**config.mk**
```make
export PLATFORM = sky130hd
export DESIGN_NAME = pipeline_elastic
export DESIGN_NICKNAME = d
export VERILOG_FILES = /design/src/rtl/pipeline_pkg.sv /design/src/rtl/pipe_stage.sv /design/src/rtl/pipeline_elastic.sv
export SDC_FILE = /design/constraint.sdc
export NUM_CORES = 1
export LEC_CHECK = 0
export ABC_AREA = 1
export CORE_AREA = 4 4 41 43
export CTS_BUF_LIST = sky130_fd_sc_hd__clkbuf_2 sky130_fd_sc_hd__clkbuf_4 sky130_fd_sc_hd__clkbuf_8
export DETAILED_ROUTE_END_ITERATION = 16
export DIE_AREA = 0 0 45 47
export PLACE_DENSITY = 0.34
export SETUP_SLACK_MARGIN = 0.15
export SLEW_MARGIN = 20
export SYNTH_ARGS = -nofsm -noshare
export SYNTH_HDL_FRONTEND = slang
export SYNTH_SLANG_ARGS = --single-unit
```
**constraint.sdc**
```tcl
create_clock -name clk_in -period 1.1 [get_ports clk_in]
set_input_delay 0.165 -clock clk_in [delete_from_list [all_inputs] [get_ports clk_in]]
set_output_delay 0.165 -clock clk_in [all_outputs]
set_load 0.01 [all_outputs]
```
**src/rtl/pipeline_pkg.sv**
```systemverilog
// Shared definitions for the stream blocks: stage limits and count sizing.
package pipeline_pkg;

  // Deepest pipeline any stream block is expected to build.
  localparam int MAX_STAGES = 64;

  // Bits needed to hold an occupancy count from 0 up to and including stages.
  function automatic int count_width(input int stages);
    return (stages < 1) ? 1 : $clog2(stages + 1);
  endfunction

endpackage

```
**src/rtl/pipe_stage.sv**
```systemverilog
// One elastic pipeline stage: payload register plus occupancy flag.
// The payload follows the load enable even during a flush; only the
// occupancy flag is cleared, so stale payload is harmless.
module pipe_stage #(
  parameter int WIDTH = 1
) (
  input  logic             clk_in,
  input  logic             rst_n_in,
  input  logic             flush,
  input  logic             load_en,
  input  logic [WIDTH-1:0] data_src,
  input  logic             valid_src,
  output logic [WIDTH-1:0] data_q,
  output logic             valid_q
);

  logic [WIDTH-1:0] data_reg;
  logic             valid_reg;

  // Load from upstream when advancing; flush wins over the load for occupancy.
  always_ff @(posedge clk_in) begin
    if (!rst_n_in) begin
      data_reg  <= '0;
      valid_reg <= 1'b0;
    end else begin
      if (load_en) begin
        data_reg  <= data_src;
        valid_reg <= valid_src;
      end
      if (flush) begin
        valid_reg <= 1'b0;
      end
    end
  end

  assign data_q  = data_reg;
  assign valid_q = valid_reg;

endmodule

```
**src/rtl/pipeline_elastic.sv**
```systemverilog
// Elastic valid/ready register pipeline with bubble collapsing, flush and
// an occupancy counter. Every stage can advance in the same cycle, so a
// full pipe still passes one beat per cycle while the sink is ready.
module pipeline_elastic
  import pipeline_pkg::*;
#(
  parameter int STAGES = 1,
  parameter int WIDTH  = 1
) (
  input  logic                            clk_in,
  input  logic                            rst_n_in,
  input  logic [WIDTH-1:0]                data_in,
  input  logic                            valid_in,
  output logic                            ready_out,
  input  logic                            flush_in,
  output logic [WIDTH-1:0]                data_out,
  output logic                            valid_out,
  input  logic                            ready_in,
  output logic [count_width(STAGES)-1:0]  count_out
);

  localparam int CW = count_width(STAGES);

  generate
    if (STAGES < 1 || STAGES > MAX_STAGES) begin : g_bad_stages
      $error("pipeline_elastic: STAGES must lie in 1..64");
    end
  endgenerate

  logic [WIDTH-1:0]  stage_data [STAGES];
  logic [WIDTH-1:0]  src_data   [STAGES];
  logic [STAGES-1:0] stage_valid;
  logic [STAGES-1:0] src_valid;
  logic [STAGES-1:0] stage_adv;
  logic              in_xfer;
  logic              out_xfer;
  logic [CW-1:0]     count_reg;
  logic [CW-1:0]     count_next;

  // A stage may advance unless it and every stage after it is occupied and
  // the sink is stalled. Written as a suffix AND rather than a ripple chain
  // so there is no combinational dependence between bits of stage_adv.
  genvar gi;
  generate
    for (gi = 0; gi < STAGES; gi++) begin : g_stage
      assign stage_adv[gi] = ready_in || !(&stage_valid[STAGES-1:gi]);

      if (gi == 0) begin : g_head
        assign src_data[gi]  = data_in;
        assign src_valid[gi] = valid_in && !flush_in;
      end else begin : g_body
        assign src_data[gi]  = stage_data[gi-1];
        assign src_valid[gi] = stage_valid[gi-1];
      end

      pipe_stage #(
        .WIDTH(WIDTH)
      ) u_stage (
        .clk_in   (clk_in),
        .rst_n_in (rst_n_in),
        .flush    (flush_in),
        .load_en  (stage_adv[gi]),
        .data_src (src_data[gi]),
        .valid_src(src_valid[gi]),
        .data_q   (stage_data[gi]),
        .valid_q  (stage_valid[gi])
      );
    end
  endgenerate

  assign ready_out = stage_adv[0] && !flush_in && rst_n_in;
  assign data_out  = stage_data[STAGES-1];
  assign valid_out = stage_valid[STAGES-1];
  assign in_xfer   = valid_in && ready_out;
  assign out_xfer  = valid_out && ready_in;
  assign count_out = count_reg;

  // Occupancy tracks accepted minus delivered beats; flush empties the pipe.
  always_comb begin
    count_next = count_reg;
    if (flush_in) begin
      count_next = '0;
    end else if (in_xfer && !out_xfer) begin
      count_next = count_reg + CW'(1);
    end else if (!in_xfer && out_xfer) begin
      count_next = count_reg - CW'(1);
    end
  end

  // Occupancy counter register.
  always_ff @(posedge clk_in) begin
    if (!rst_n_in) begin
      count_reg <= '0;
    end else begin
      count_reg <= count_next;
    end
  end

endmodule

```
After elaboration in Yosys (flattened, before gate mapping). Index checks and enable logic that the tools add are counted.

Register bits after elaboration: 3. Bits of input ports: 6. Output and inout port bits: 4. Word-level logic and storage cells: 22.

Add/sub/neg operators: 2. Muxes and demuxes: 2. Bitwise logic cells: 1. Reductions and logical operators: 14.

Operators with widths (number): logical AND 1 bit (7); logical NOT 1 bit (4); two-way mux 1 bit (2); nonzero test 2 bit (1); OR reduction 2 bit (1); adder 1 bit, second input constant (1); logical OR 1 bit (1); inverter 1 bit (1); subtractor 1 bit, second input constant (1).

Logic depth before layout (Yosys ltp). Gate-level depths: netlist of the first run.

Word-level depth: 9. Mapped depth: 6.

Hierarchy. Synthesis of the first run repeated with hierarchy kept, for this count alone.

Cells, all modules: 31. Area, all modules: 186.4 um2.

By module, submodules not included: pipeline_elastic (instances 1, cells an instance 20, area each 106.4 um2, sequential area each 20.0 um2); pipe_stage (instances 1, cells an instance 11, area each 80.1 um2, sequential area each 40.0 um2).

Least setup slack after synthesis of the first run. No wires, ideal clock.

Kind: register to output. Start point: register g_stage[0].u_stage.valid_reg. End point: output port ready_out. Arrival: 0.686 ns. Data required time: 0.935 ns. Slack: 0.249 ns. Stages on the path, launching flop included: 4. Path through: dfxtp_1 -> inv_1 -> nor2_1 -> nor2_1.

Word-level cells in the longest chain between the ends: 4.

Ends and longest elaborated chain: from (decl) (RTL line pipe_stage.sv:18) `logic valid_reg;`; from (signal assigned) (RTL line pipe_stage.sv:28) `valid_reg <= valid_src;`; logical NOT 1 bit (RTL line pipeline_elastic.sv:46) `assign stage_adv[gi] = ready_in || !(&stage_valid[STAGES-1:gi]);`; logical OR 1 bit (RTL line pipeline_elastic.sv:46); logical AND 1 bit (2 in series) (RTL line pipeline_elastic.sv:71) `assign ready_out = stage_adv[0] && !flush_in && rst_n_in;`; to (decl) (RTL line pipeline_elastic.sv:14) `output logic ready_out,`.

No other way between the ends.

Worst setup path in the final report of the first run. Ends and elaborated chain as after synthesis.

==> results of run 1 <==
-- power breakdown --
part           switching [mW]  internal, mW
clock                  0.0509         0.160
combinational          0.0334        0.0485
sequential            0.00262         0.115
-- kinds of logic after synthesis --
logic type | after synthesis | synth area share [%]
simple gates | 14 | 41.7
buf+inv | 6 | 14.2
flops | 3 | 37.8
compound gates | 2 | 6.29
-- per-stage QoR --
step	hold WS (ns)	setup TNS [ns]	utilization, %
after floorplan	0.286	0	-
after global placement	0.490	-0.804	24.6
after detailed placement	0.490	-0.818	24.6
after CTS	0.434	0	28.7
after global routing	0.442	0	28.6
final	0.392	0	28.6
-- sequential cells by signal, summed over array words and instances, names as in the netlist --
signal / count
count_out: 1
g_stage.u_stage.data_q: 1
g_stage.u_stage.valid_q: 1
-- area by class of cell --
class                           instances  area [sq um]
Clock buffer                            4          30.0
Sequential cell                         3          61.3
Timing Repair Buffer                   19           149
Inverter                                6          22.5
Tap cell                               15          18.8
Fill cell                             159           930
Multi-Input combinational cell         16          90.1
-- how the worst max path moves through the flow --
stage,end,slack [ns],cells past startpoint
2_1_floorplan,ready_out,0.25,3
3_3_place_gp,ready_out,-0.57,6
3_5_place_dp,ready_out,-0.56,6
4_1_cts,ready_out,0.05,4
5_1_grt,ready_out,0.02,4
6_report,ready_out,0.08,4
-- worst max-delay path, cell delays in order, from the launching register on --
cell and delay (ns):
dfxtp_2 0.32, inv_2 0.04, nor2_4 0.10, nor2_1 0.04, buf_2 0.13
-- metal layers --
layer	GRT usage [%]	wire length, um	vias up	share of wire (%)
met2	9.60	225	10	48
met1	3.85	182	94	39
met4	5.26	8	0	1.7
met5	0	0	-	0
met3	6.13	51	2	11
li1	-	-	124	-
-- timing repair --
item | in CTS | in global routing
setup endpoints to repair | 6 | 4
setup buffers | 3 | 0
pin swaps | 3 | 1
hold buffers | 0 | 0
resized for setup | 24 | 3
-- cell usage in the layout (no fill, tap or decap), drive strengths merged --
cell type	instances
a21oi	1
buf	14
clkbuf	4
clkdlybuf4s15	1
clkdlybuf4s50	2
clkinv	1
dfxtp	3
dlygate4sd2	2
inv	5
nand2	3
nand3	2
nand4	1
nor2	7
nor3	1
o21ai	1
==> flow_metrics.py, run 1 <==
metrics = {
    "clocking": {
        "cts_tree": "yes",
        "worst_setup_hold_path_clk_slew_ns": 0.03,
        "cts_buffers": 3,
        "insertion_delay_ns": 0.23,
        "cts_max_level": 1,
        "ctsRootBufferMaster": "clkbuf_4",
        "clockBufferDepth": 2,
        "clock_sinks": 3,
    },
    "synth": {
        "syn-cell-area_sq_um": 159,
        "yosysMostFrequentCell": "nor2_1",
        "synth_ff_type": "dfxtp_1",
        "yosys-top-cells-area": "dfxtp_1 (38%), nor2_1 (17%), inv_1 (12%)",
        "synth_warnings": 0,
        "yosysUniqueCellTypes": 12,
        "yosysSeqAreaShare_pct": 37.8,
        "syn-num-nets": 31,
        "synth_top_area_cell": "dfxtp_1",
        "synthCells": 25,
        "synth_edf_count": 0,
        "synth_top_area_share_pct": 37.8,
        "synth_commonest_cells": "nor2_1 (7), inv_1 (5), dfxtp_1 (3), nand2_1 (2)",
        "syn_area_per_cell_sq_um": 6.36,
        "synthArstFlopShare_pct": 0,
        "ys_ff_latch": 3,
    },
    "floorplan": {
        "core_area_sq_mm": 0.00130,
        "ios": 10,
        "start_util_pct": 12.2,
        "rows": 13,
        "die_y_um": 47,
        "dieWidth_um": 45,
        "dieArea_sq_mm": 0.00212,
    },
    "cells_and_area": {
        "stdcell_area_sq_um": 372,
        "fin_nets": 55,
        "final_cells": 63,
        "drive_above_1_share_pct": 52.1,
        "areaGrowthSynthToFinish_pct": 134,
        "diodes": 0,
    },
    "timing": {
        "hold_violations": 0,
        "timing.final.crit_share_pct": 93.0,
        "setup_ws_ns": 0.0766,
        "rsz0062_at_grt": "true",
        "min_period_ns": 1.02,
        "relSlewSlack_pct": 89.9,
        "setup_viol": 0,
        "clock_skew_ns": 0.000118,
        "maxSlewViolCount": 0,
        "fmax_mhz": 977,
        "tightestPinTransition_ns": 0.152,
    },
    "worst_setup_path": {
        "reg2reg_slack_ns": 0.18,
        "endpoint_kind": "output port",
        "crit_fanout": 2,
        "cp.arrival_ns": 0.86,
        "startpoint_type": "register",
        "r2r-start": "g_stage[0].u_stage.valid_q",
        "r2r-end": "count_out",
        "cp.required_ns": 0.94,
        "crit_start": "g_stage[0].u_stage.valid_q",
        "critPathKind": "reg -> out",
        "reg2regPathDepth": 5,
    },
    "placed_design": {
        "place_ws_ns": -0.556,
        "place.port_buffers": 9,
        "dp_cells": 56,
        "place_hpwl_um": 378,
        "dpl_cell_area_sq_um": 320,
        "gp_congestion": 0.693,
    },
    "hold_path": {
        "min_from": "rst_n_in",
        "hold_depth": 4,
        "hold_end": "g_stage[0].u_stage.data_q",
        "min_path_type": "in -> reg",
    },
    "pwr": {
        "vdd_drop_max_mv": 0.611,
        "power_mw": 0.411,
        "leakagePower_nw": 0.191,
        "p_per_area_mw_per_mm2": 1110,
    },
    "detailed_routing": {
        "detail_route.wirelength_um": 468,
        "vias_per_cell": 3.65,
        "initialDrtViolationCount": 2,
        "num_vias": 230,
        "drcViolationCount": 0,
        "drtAntennaViolNets": 0,
        "drt-pass1-iter-count": 2,
        "wire_per_inst_um": 7.43,
    },
    "global_routing": {
        "grt-ovfl-total": 0,
        "grt_pass1_vias": 230,
        "antenna_found_initial": 0,
        "grt_util_all_layers_pct": 6.00,
        "grt_max_degree": 4,
        "grt_pass1_wl_um": 765,
    },
    "job": {
        "cap_violations": 0,
    },
    "outcome": {
        "outcome": "finished clean",
    },
}
Note: power is estimated with default switching activity, not from simulation.
==> run 2, diff against run 1 <==
Settings changed: ABC_CLOCK_PERIOD_IN_PS set to 1100.
==> results of run 2 <==
Final layout, timing and power as in run 1 (identical DEF).
